--- config.mk ---
export PLATFORM = sky130hd
export DESIGN_NAME = sram_port_arbiter_flat
export DESIGN_NICKNAME = d
export VERILOG_FILES = /design/src/rtl/sram_port_arbiter_pkg.sv /design/src/rtl/sram_port_arbiter_if.sv /design/src/rtl/sram_port_arbiter_rr_priority_select.sv /design/src/rtl/sram_port_arbiter.sv /design/src/flat_wrapper.sv
export SDC_FILE = /design/constraint.sdc
export NUM_CORES = 1
export LEC_CHECK = 0
export CAP_MARGIN = 10
export CELL_PAD_IN_SITES_DETAIL_PLACEMENT = 0
export CELL_PAD_IN_SITES_GLOBAL_PLACEMENT = 1
export CORE_AREA = 2 2 112 114
export DETAILED_ROUTE_END_ITERATION = 10
export DIE_AREA = 0 0 114 116
export PLACE_DENSITY_LB_ADDON = 0.12
export SLEW_MARGIN = 20
export SYNTH_ARGS = -nofsm -noshare
export SYNTH_HDL_FRONTEND = slang
export SYNTH_HIERARCHICAL = 1
export SYNTH_SLANG_ARGS = --single-unit
--- constraint.sdc ---
create_clock -name Clock_50 -period 2.75 [get_ports Clock_50]
set_input_delay 0.55 -clock Clock_50 [delete_from_list [all_inputs] [get_ports Clock_50]]
set_output_delay 0.55 -clock Clock_50 [all_outputs]
set_load 0.01 [all_outputs]
--- src/rtl/sram_port_arbiter_pkg.sv ---
// Shared definitions for the SRAM port arbiter: SRAM memory map, the read-tag
// record carried through the read-latency pipeline and the address type.
package sram_arb_pkg;

    // SRAM memory map (word addresses)
    localparam int unsigned Y_OFFSET   = 0;
    localparam int unsigned U_OFFSET   = 38400;
    localparam int unsigned V_OFFSET   = 57600;
    localparam int unsigned RGB_OFFSET = 146944;

    localparam int SRAM_ADDR_W = 18;

    typedef logic [SRAM_ADDR_W-1:0] sram_addr_t;

    // One entry of the in-flight read pipeline; id is wide enough for 8 requesters
    typedef struct packed {
        logic       valid;
        logic [2:0] id;
    } rd_tag_t;

endpackage

--- src/rtl/sram_port_arbiter_if.sv ---
// Requester/SRAM bus of the SRAM port arbiter.
// slave  = arbiter side, master = requesters plus SRAM controller side.
interface sram_port_arbiter_if #(
    parameter int NUM_REQ = 3,
    parameter int ADDR_W  = 18,
    parameter int DATA_W  = 16
);
    logic [NUM_REQ-1:0]        req;
    logic [NUM_REQ-1:0]        req_we_n;
    logic [NUM_REQ-1:0]        req_lock;
    logic [NUM_REQ*ADDR_W-1:0] req_address;
    logic [NUM_REQ*DATA_W-1:0] req_write_data;
    logic [NUM_REQ-1:0]        grant;
    logic [NUM_REQ-1:0]        rdata_valid;
    logic [DATA_W-1:0]         rdata;
    logic [ADDR_W-1:0]         SRAM_address;
    logic [DATA_W-1:0]         SRAM_write_data;
    logic                      SRAM_we_n;
    logic [DATA_W-1:0]         SRAM_read_data;

    modport slave (
        input  req, req_we_n, req_lock, req_address, req_write_data, SRAM_read_data,
        output grant, rdata_valid, rdata, SRAM_address, SRAM_write_data, SRAM_we_n
    );

    modport master (
        output req, req_we_n, req_lock, req_address, req_write_data, SRAM_read_data,
        input  grant, rdata_valid, rdata, SRAM_address, SRAM_write_data, SRAM_we_n
    );
endinterface

--- src/rtl/sram_port_arbiter_rr_priority_select.sv ---
// Rotating first-one select: returns a one-hot pick of the first set request
// found searching from position ptr upwards, wrapping modulo NUM_REQ.
// With ptr tied to 0 it degenerates to a fixed lowest-index priority select.
module rr_priority_select #(
    parameter int NUM_REQ = 3
) (
    input  logic [NUM_REQ-1:0] req,
    input  logic [2:0]         ptr,
    output logic [NUM_REQ-1:0] sel
);
    logic [2*NUM_REQ-1:0] rot;
    logic [2*NUM_REQ-1:0] unrot;
    logic [NUM_REQ-1:0]   first;
    logic                 found;

    // Rotate so ptr sits at bit 0, take the first one, rotate the pick back
    always_comb begin
        // NOTE: every combinational output gets a default first, so no path leaves it unassigned and no latch is inferred.
        first = '0;
        found = 1'b0;
        rot   = {req, req} >> ptr;
        for (int i = 0; i < NUM_REQ; i++) begin
            if (!found && rot[i]) begin
                first[i] = 1'b1;
                found    = 1'b1;
            end
        end
        unrot = {first, first} << ptr;
        sel   = unrot[2*NUM_REQ-1:NUM_REQ];
    end
endmodule

--- src/rtl/sram_port_arbiter.sv ---
// SRAM port arbiter: shares one SRAM_Controller port between NUM_REQ requesters,
// one access per cycle, round-robin with burst lock, registered SRAM outputs and
// read data routed back by a tag pipeline matching the fixed read latency.
// Optional macro SRAM_ARB_PRIORITY0_EN gives requester 0 strict priority.
module sram_port_arbiter
    import sram_arb_pkg::*;
#(
    parameter int NUM_REQ      = 3,
    parameter int ADDR_W       = 18,
    parameter int DATA_W       = 16,
    parameter int READ_LATENCY = 2
) (
    input  logic                       Clock_50,
    input  logic                       Reset,
    sram_port_arbiter_if.slave         bus
);
    localparam int TAG_DEPTH = READ_LATENCY + 1;

    logic [ADDR_W-1:0]  sram_address_q, sram_address_d;
    logic [DATA_W-1:0]  sram_write_data_q, sram_write_data_d;
    logic               sram_we_n_q, sram_we_n_d;
    logic [DATA_W-1:0]  rdata_q, rdata_d;
    logic [NUM_REQ-1:0] rdata_valid_q, rdata_valid_d;
    logic [2:0]         rr_ptr_q, rr_ptr_d;
    logic [NUM_REQ-1:0] lock_q, lock_d;     // one-hot owner, all-zero = no lock
    rd_tag_t            tag_q [TAG_DEPTH];
    rd_tag_t            tag_d [TAG_DEPTH];

    logic [NUM_REQ-1:0] rr_sel, arb_sel, grant;
    logic               accept;

    rr_priority_select #(.NUM_REQ(NUM_REQ)) u_rr_sel (
        .req (bus.req),
        .ptr (rr_ptr_q),
        .sel (rr_sel)
    );

`ifdef SRAM_ARB_PRIORITY0_EN
    logic [NUM_REQ-1:0] prio_sel;

    rr_priority_select #(.NUM_REQ(NUM_REQ)) u_prio_sel (
        .req (bus.req),
        .ptr (3'd0),
        .sel (prio_sel)
    );

    // Requester 0 pre-empts the round-robin pick whenever it is requesting
    always_comb begin
        arb_sel = prio_sel[0] ? prio_sel : rr_sel;
    end
`else
    // Pure round-robin pick
    always_comb begin
        arb_sel = rr_sel;
    end
`endif

    // Grant: active lock owner first, otherwise the arbitration pick; nothing in reset
    always_comb begin
        grant = '0;
        if (!Reset) begin
            if (|(lock_q & bus.req)) begin
                grant = lock_q;
            end else begin
                grant = arb_sel;
            end
        end
    end

    // Next state: capture the accepted access, advance pointer/lock, shift read tags
    always_comb begin
        accept            = |(bus.req & grant);
        sram_address_d    = sram_address_q;
        sram_write_data_d = sram_write_data_q;
        sram_we_n_d       = 1'b1;
        rr_ptr_d          = rr_ptr_q;
        lock_d            = '0;
        tag_d[0]          = '0;
        for (int i = 1; i < TAG_DEPTH; i++) begin
            tag_d[i] = tag_q[i-1];
        end

        for (int k = 0; k < NUM_REQ; k++) begin
            if (accept && grant[k]) begin
                sram_address_d    = bus.req_address[k*ADDR_W +: ADDR_W];
                sram_write_data_d = bus.req_write_data[k*DATA_W +: DATA_W];
                sram_we_n_d       = bus.req_we_n[k];
                lock_d[k]         = bus.req_lock[k];
                tag_d[0].valid    = bus.req_we_n[k];
                tag_d[0].id       = 3'(k);
`ifdef SRAM_ARB_PRIORITY0_EN
                if (k != 0) begin
                    rr_ptr_d = (k + 1 == NUM_REQ) ? 3'd0 : 3'(k + 1);
                end
`else
                rr_ptr_d = (k + 1 == NUM_REQ) ? 3'd0 : 3'(k + 1);
`endif
            end
        end

        rdata_d       = rdata_q;
        rdata_valid_d = '0;
        if (tag_q[TAG_DEPTH-1].valid) begin
            rdata_d = bus.SRAM_read_data;
            for (int k = 0; k < NUM_REQ; k++) begin
                rdata_valid_d[k] = (tag_q[TAG_DEPTH-1].id == 3'(k));
            end
        end
    end

    // State registers with synchronous reset
    always_ff @(posedge Clock_50) begin
        // NOTE: sequential state uses non-blocking assignments so every flop samples pre-edge values.
        if (Reset) begin
            sram_address_q    <= '0;
            sram_write_data_q <= '0;
            sram_we_n_q       <= 1'b1;
            rdata_q           <= '0;
            rdata_valid_q     <= '0;
            rr_ptr_q          <= '0;
            lock_q            <= '0;
            // NOTE: the tag pipeline is a few flops, not a RAM, and must be cleared so reads issued before reset never return.
            for (int i = 0; i < TAG_DEPTH; i++) begin
                tag_q[i] <= '0;
            end
        end else begin
            sram_address_q    <= sram_address_d;
            sram_write_data_q <= sram_write_data_d;
            sram_we_n_q       <= sram_we_n_d;
            rdata_q           <= rdata_d;
            rdata_valid_q     <= rdata_valid_d;
            rr_ptr_q          <= rr_ptr_d;
            lock_q            <= lock_d;
            tag_q             <= tag_d;
        end
    end

    assign bus.grant           = grant;
    assign bus.rdata_valid     = rdata_valid_q;
    assign bus.rdata           = rdata_q;
    assign bus.SRAM_address    = sram_address_q;
    assign bus.SRAM_write_data = sram_write_data_q;
    assign bus.SRAM_we_n       = sram_we_n_q;

endmodule

--- src/flat_wrapper.sv ---
// flat-port wrapper written by rule: the top's interface ports become plain ports
module sram_port_arbiter_flat import sram_arb_pkg::*;
#(
    parameter int NUM_REQ      = 3,
    parameter int ADDR_W       = 18,
    parameter int DATA_W       = 16,
    parameter int READ_LATENCY = 2
)
  (Clock_50, Reset, bus_req, bus_req_we_n, bus_req_lock, bus_req_address, bus_req_write_data, bus_SRAM_read_data, bus_grant, bus_rdata_valid, bus_rdata, bus_SRAM_address, bus_SRAM_write_data, bus_SRAM_we_n);
  sram_port_arbiter_if #(.NUM_REQ(NUM_REQ), .ADDR_W(ADDR_W), .DATA_W(DATA_W)) bus_i ();
  input  logic Clock_50;
  input  logic Reset;
  input wire logic [$bits(bus_i.req)-1:0] bus_req;
  input wire logic [$bits(bus_i.req_we_n)-1:0] bus_req_we_n;
  input wire logic [$bits(bus_i.req_lock)-1:0] bus_req_lock;
  input wire logic [$bits(bus_i.req_address)-1:0] bus_req_address;
  input wire logic [$bits(bus_i.req_write_data)-1:0] bus_req_write_data;
  input wire logic [$bits(bus_i.SRAM_read_data)-1:0] bus_SRAM_read_data;
  output wire logic [$bits(bus_i.grant)-1:0] bus_grant;
  output wire logic [$bits(bus_i.rdata_valid)-1:0] bus_rdata_valid;
  output wire logic [$bits(bus_i.rdata)-1:0] bus_rdata;
  output wire logic [$bits(bus_i.SRAM_address)-1:0] bus_SRAM_address;
  output wire logic [$bits(bus_i.SRAM_write_data)-1:0] bus_SRAM_write_data;
  output wire logic [$bits(bus_i.SRAM_we_n)-1:0] bus_SRAM_we_n;
  assign bus_i.req = bus_req;
  assign bus_i.req_we_n = bus_req_we_n;
  assign bus_i.req_lock = bus_req_lock;
  assign bus_i.req_address = bus_req_address;
  assign bus_i.req_write_data = bus_req_write_data;
  assign bus_i.SRAM_read_data = bus_SRAM_read_data;
  assign bus_grant = bus_i.grant;
  assign bus_rdata_valid = bus_i.rdata_valid;
  assign bus_rdata = bus_i.rdata;
  assign bus_SRAM_address = bus_i.SRAM_address;
  assign bus_SRAM_write_data = bus_i.SRAM_write_data;
  assign bus_SRAM_we_n = bus_i.SRAM_we_n;
  sram_port_arbiter #(.NUM_REQ(NUM_REQ), .ADDR_W(ADDR_W), .DATA_W(DATA_W), .READ_LATENCY(READ_LATENCY)) u_core (.Clock_50(Clock_50), .Reset(Reset), .bus(bus_i));
endmodule
# [Word level (Yosys, flattened, before mapping)]
# Index checks and enable logic that the tools add are counted.
[op_classes] addsub=0 multipliers=0 div_mod_pow=0 order_cmp=0 eq_ne=2 shift=2 muxes=20 n_bitwise=6 n_reduce_logical=18
[op_table] op="two-way mux 18 bit" n=3
[op_table] op="two-way mux 16 bit" n=3
[op_table] op="two-way mux 4 bit" n=3
[op_table] op="OR reduction 2 bit" n=5
[op_table] op="OR reduction 3 bit" n=3
[op_table] op="two-way mux 1 bit" n=7
[op_table] op="bitwise AND 3 bit" n=2
[op_table] op="two-way mux 3 bit" n=2
[op_table] op="left shift 6 x 2 -> 6 bit" n=1
[op_table] op=">> shifter 6 x 2 -> 3 bit" n=1
[op_table] op="logical AND 1 bit" n=5
[op_table] op="two-way mux 2 bit" n=2
[op_table] op="NOT 1 bit" n=4
[op_table] op="== test 3 x 1 -> 1 bit, second input constant" n=1
[op_table] op="== test 3 x 2 -> 1 bit, second input constant" n=1
[op_table] op="logical NOT 3 bit" n=1
[op_table] op="nonzero test 3 bit" n=1
[op_table] op="logical NOT 1 bit" n=2
[op_table] op="nonzero test 2 bit" n=1
[totals] reg_bits=71 latch_bits=0 ramBits=0 romBits=0 output_inout_bits=57 elab_cells=66 n_memories=0

# [Longest topological paths before layout]
[logic_depth] depth_word=17 depth_mapped=12

# [By module]
# The synthesis kept the hierarchy.
[by_module_without_submodules] module="sram_port_arbiter" instances=1 cells_each=313 area_each_um2=2970.3 seq_area_each_um2=1361.3
[by_module_without_submodules] module="rr_priority_select" instances=1 cells_each=16 area_each_um2=106.4 seq_area_each_um2=0.0

# [Least setup slack after synthesis]
# OpenSTA, ideal clock, no wires.
[synth_timing] path_type="input to register" from="input port bus_req[0]" to="register u_core.sram_address_q[0], in the netlist u_core/bus.SRAM_address[0]" setup_time_ps=119 arrival_ps=2238 path_slack_ps=393 path_stages=10 path_buffers=2 path_cell_list="or2_2 > a21oi_1 > o31a_1 > a22oi_1 > nand3b_1 > a31o_2 > buf_2 > clkbuf_1 > mux2i_1 > o21ai_1"
[synth_between] elab_chain_len=16 elab_cells_between_ends=22 cone_classes="shift (2); mux (8); bitwise (2); reduce/logical (10)"
[synth_lines] item="start: declaration" line="flat_wrapper.sv:13" source="input wire logic [$bits(bus_i.req)-1:0] bus_req;"
[synth_lines] item=">> shifter 6 x 2 -> 3 bit *" line="sram_port_arbiter_rr_priority_select.sv:21" source="rot = {req, req} >> ptr;"
[synth_lines] item="two-way mux 1 bit" line="sram_port_arbiter_rr_priority_select.sv:23" source="if (!found && rot[i]) begin"
[synth_lines] item="logical NOT 1 bit" line="sram_port_arbiter_rr_priority_select.sv:23"
[synth_lines] item="logical AND 1 bit" line="sram_port_arbiter_rr_priority_select.sv:23"
[synth_lines] item="two-way mux 1 bit" line="sram_port_arbiter_rr_priority_select.sv:23"
[synth_lines] item="logical NOT 1 bit" line="sram_port_arbiter_rr_priority_select.sv:23"
[synth_lines] item="logical AND 1 bit" line="sram_port_arbiter_rr_priority_select.sv:23"
[synth_lines] item="two-way mux 1 bit" line="sram_port_arbiter_rr_priority_select.sv:23"
[synth_lines] item="left shift 6 x 2 -> 6 bit *" line="sram_port_arbiter_rr_priority_select.sv:28" source="unrot = {first, first} << ptr;"
[synth_lines] item="named net u_core.arb_sel[2]" line="sram_port_arbiter.sv:29" source="logic [NUM_REQ-1:0] rr_sel, arb_sel, grant;"
[synth_lines] item="two-way mux 3 bit *" line="sram_port_arbiter.sv:62" source="if (|(lock_q & bus.req)) begin"
[synth_lines] item="two-way mux 3 bit *" line="sram_port_arbiter.sv:61" source="if (!Reset) begin"
[synth_lines] item="bitwise AND 3 bit" line="sram_port_arbiter.sv:72" source="accept = |(bus.req & grant);"
[synth_lines] item="OR reduction 3 bit" line="sram_port_arbiter.sv:72"
[synth_lines] item="logical AND 1 bit" line="sram_port_arbiter.sv:84" source="if (accept && grant[k]) begin"
[synth_lines] item="two-way mux 18 bit (2 in a row)" line="sram_port_arbiter.sv:84"
[synth_lines] item="end signal: assignment" line="sram_port_arbiter.sv:127" source="sram_address_q <= sram_address_d;"
[synth_lines] item="end: declaration" line="sram_port_arbiter.sv:19" source="logic [ADDR_W-1:0] sram_address_q, sram_address_d;"
# The timed path passes the listed nets; every way through them passes the cells marked *.
# A chain may end at the register's enable or synchronous reset.

# [Worst setup path after layout]
[layout_timing] from="input port bus_req[0]" to="output port bus_grant[2]"
[layout_between] elab_chain_len=11 elab_cells_between_ends=14 cone_classes="shift (2); mux (6); bitwise (1); reduce/logical (5)"
[layout_lines] item=">> shifter 6 x 2 -> 3 bit *" line="sram_port_arbiter_rr_priority_select.sv:21"
[layout_lines] item="two-way mux 1 bit" line="sram_port_arbiter_rr_priority_select.sv:23"
[layout_lines] item="logical NOT 1 bit" line="sram_port_arbiter_rr_priority_select.sv:23"
[layout_lines] item="logical AND 1 bit" line="sram_port_arbiter_rr_priority_select.sv:23"
[layout_lines] item="two-way mux 1 bit" line="sram_port_arbiter_rr_priority_select.sv:23"
[layout_lines] item="logical NOT 1 bit" line="sram_port_arbiter_rr_priority_select.sv:23"
[layout_lines] item="logical AND 1 bit" line="sram_port_arbiter_rr_priority_select.sv:23"
[layout_lines] item="two-way mux 1 bit" line="sram_port_arbiter_rr_priority_select.sv:23"
[layout_lines] item="left shift 6 x 2 -> 6 bit *" line="sram_port_arbiter_rr_priority_select.sv:28"
[layout_lines] item="named net u_core.arb_sel[2]" line="sram_port_arbiter.sv:29"
[layout_lines] item="two-way mux 3 bit *" line="sram_port_arbiter.sv:62"
[layout_lines] item="two-way mux 3 bit *" line="sram_port_arbiter.sv:61"
[layout_lines] item="end: declaration" line="flat_wrapper.sv:19" source="output wire logic [$bits(bus_i.grant)-1:0] bus_grant;"
# Marks and branches as above.

==> results.txt <==
Max-slew headroom: 38.3%
Final setup viols: 0
Net Sw Power: 0.685 mW
Leakage: 2.20 nW
Core area: 0.0119 mm²
Overall Global Routing Usage: 15.1%
DR iter-0 viols: 72
CTS Hold Bufs: 0
Clock net sink count: 68
Skew-Pair Late Insertion Delay: 330 ps
Largest net degree at the start of global routing: 32
Min-Delay Endpoint: u_core/tag_d[3]
Max Clk Rate: 374 MHz
Critical Path Fanout Max: 3
Seq pwr share: 38.1%
CP required: 2200 ps
CTS tree: yes
Die Area: 0.0132 mm²
Via density per instance: 4.51
Max cap viols: 0
Crit path launch: bus_req[0]
Design Area, Final: 0.00552 mm²
DRT Pass-1 Iters: 4
CTS root buf: clkbuf_16
Clk_skew: 2.84 ps
Reg2reg end: u_core/bus.SRAM_address[11]
CP Launch Type: primary input
FP Rows: 40
Initial antenna violation count: 0
Min-delay worst type: flop to flop
Worst-path clk slew: 50 ps
# fillers: 1,209
Power density over the cells: 517 mW/mm²
Area after DPL: 0.00522 mm²
Hold path depth: 1
Crit path time final: 2680 ps
RSZ-0062 raised after global routing: yes
Vias in the first global route: 3,099
Data arrival time of the critical path: 2130 ps
R2r setup slk: 430 ps
Measured slew at the worst slew-check pin: 925 ps
First-pass GRT wire length: 15,400 µm
Post-synthesis cell type count: 32
Die H: 116 µm
CP Capture Type: primary output
PortBufs: 185
Drt wl/cell: 14.7 µm
Worst vdd ir: 0.199 mV
Num CTS Buffers: 9
Status: finished clean
DP Cell Count: 661
Clk pwr share: 39.9%
Final Power: 2.85 mW
Post-Layout Cell Count: 678
Final Cycle Share: 97.3%
Max-slew violations: 0
Clk buf depth: 2
FF-to-FF Start: u_core/rr_ptr_q[1]
Mapped Avg Cell Area: 9.35 µm²
Final hold vios: 0
Routed wire length: 9950 µm
Mapped cell area: 0.00308 mm²
Final ANT Viol Nets: 0
Internal: 2.17 mW
Starting Density: 25.8%
RePlAce Congestion: 0.725
H-Tree Depth: 3
Drc violations: 0
Hold path start: u_core/tag_d[7]
Area Overhead vs Synth: 79.5%
Reg2reg path depth: 10
GRT overflow: 0
Ant. Diodes: 0
FF+latch count, synth: 68
Yosys warns: 6
Die X: 114 µm
DP Wirelength: 7420 µm
Num ports: 186
Via Count: 3,061
Most frequent cells in the layout: 181 x clkdlybuf4s50_1, 68 x dfxtp_1, 51 x mux2i_1
Net Sw Frac: 24.0%
Final nets: 655
Layout cells sized above 1: 8.10%
Commonest non-fill, non-tap cell in the layout: clkdlybuf4s50_1
Cell count after synthesis: 329
Seq/Total Area, Yosys: 44.2%
Comb power frac: 22.0%
Setup CP Type: primary input to primary output
==> worst max-delay path, stage by stage <==
cell and delay, ps:
clkdlybuf4s50_1 430, or2_2 300, a21oi_1 150, o31a_1 160, nand2b_1 60, mux2i_1 170, dlygate4sd2_1 290
==> registers in the layout, summed over array words and instances (netlist names) <==
signal	flops
u_core/bus.rdata	16
u_core/bus.SRAM_we_n	1
u_core/tag_q	3
u_core/rr_ptr_q	2
u_core/bus.rdata_valid	3
u_core/bus.SRAM_address	18
u_core/tag_d	6
u_core/lock_q	3
u_core/bus.SRAM_write_data	16
==> cell type report <==
cell class	instances	area, µm²	share of cell area (%)
Timing Repair Buffer	208	2080	37.6
Multi-Input combinational cell	236	1590	28.8
Sequential cell	68	1360	24.7
Clock buffer	12	246	4.46
Tap cell	147	184	3.33
Clock inverter	4	48.8	0.884
Inverter	3	11.3	0.204
==> cell families (layout without fill, tap and decap cells) <==
family	after synthesis	in the layout	synth area share, %
and+or+nand+nor	91	91	18.3
muxes	52	52	16.9
xor gates and xnor gates	1	1	0.285
buffers and inverters	29	227	4.80
other	1	5	0.122
AOI/OAI and AO/OA	87	87	15.3
DFF	68	68	44.2
==> cell usage after synthesis <==
cell type   n  share of area (%)
nand3b_1    5                1.2
nor2_1     20                2.4
nand3_1     3               0.49
o31a_1      1               0.28
dfxtp_1    68                 44
o21ai_0     9                1.5
buf_1       1               0.12
a22o_2      1               0.33
o21ai_1    30                4.9
a211oi_1    1               0.24
o2111a_1    1               0.37
a31oi_1     3               0.61
mux2i_1    52                 17
or2_2       1               0.20
buf_6       4                1.5
or2b_1      1               0.24
a22oi_1     2               0.49
and2_1      3               0.61
a21oi_1    37                6.0
clkbuf_1   14                1.7
or3b_1      1               0.28
buf_2       7                1.1
a31o_2      1               0.28
nand2_1     3               0.37
inv_1       3               0.37
a222oi_1    1               0.33
nand2b_1    4               0.81
nor3b_1    40                9.8
nor2b_1     7                1.4
conb_1      1               0.12
xor2_1      1               0.28
nor3_1      3               0.49
==> power groups by stage <==
stage / clock network (mW) / logic, mW / registers [mW]
final: 1.14 / 0.628 / 1.09
after global routing: 1.24 / 0.680 / 1.10
after CTS: 1.18 / 0.636 / 1.09
after detailed placement: 0 / 0.635 / 1.11
after global placement: 0 / 0.636 / 1.11
after floorplan: 0 / 0.216 / 1.13
==> per-layer routing <==
| layer | part of all wire [%] | global-route usage (%) |
|---|---|---|
| met2 | 48 | 25.9 |
| met3 | 8.8 | 5.49 |
| met4 | 1.5 | 6.59 |
| met5 | 0 | 0 |
| met1 | 41 | 16.8 |
==> worst max path at each step <==
stage,cells past startpoint,endpoint
CTS,7,bus_grant[2]
finish,7,bus_grant[2]
floorplan,10,u_core/bus.SRAM_address[0]
detailed placement,7,bus_grant[2]
global placement,7,bus_grant[2]
global route,7,bus_grant[2]
==> stage by stage <==
step           setup TNS (ps)  util, %  setup slack [ps]  hold WS, ps
2_1_floorplan               0        -               393          412
3_3_place_gp            -3730     43.8              -188          420
3_5_place_dp            -4130     43.8              -214          423
4_1_cts                     0     46.3              67.8          436
5_1_grt                 -3.05     46.4             -3.05          452
6_report                    0     46.4              74.5          432
==> timing repair <==
item	CTS	global route
buffers inserted	0	1
gates resized for setup	3	1
setup endpoints to repair	3	2
(Power assumes the default switching activity.)
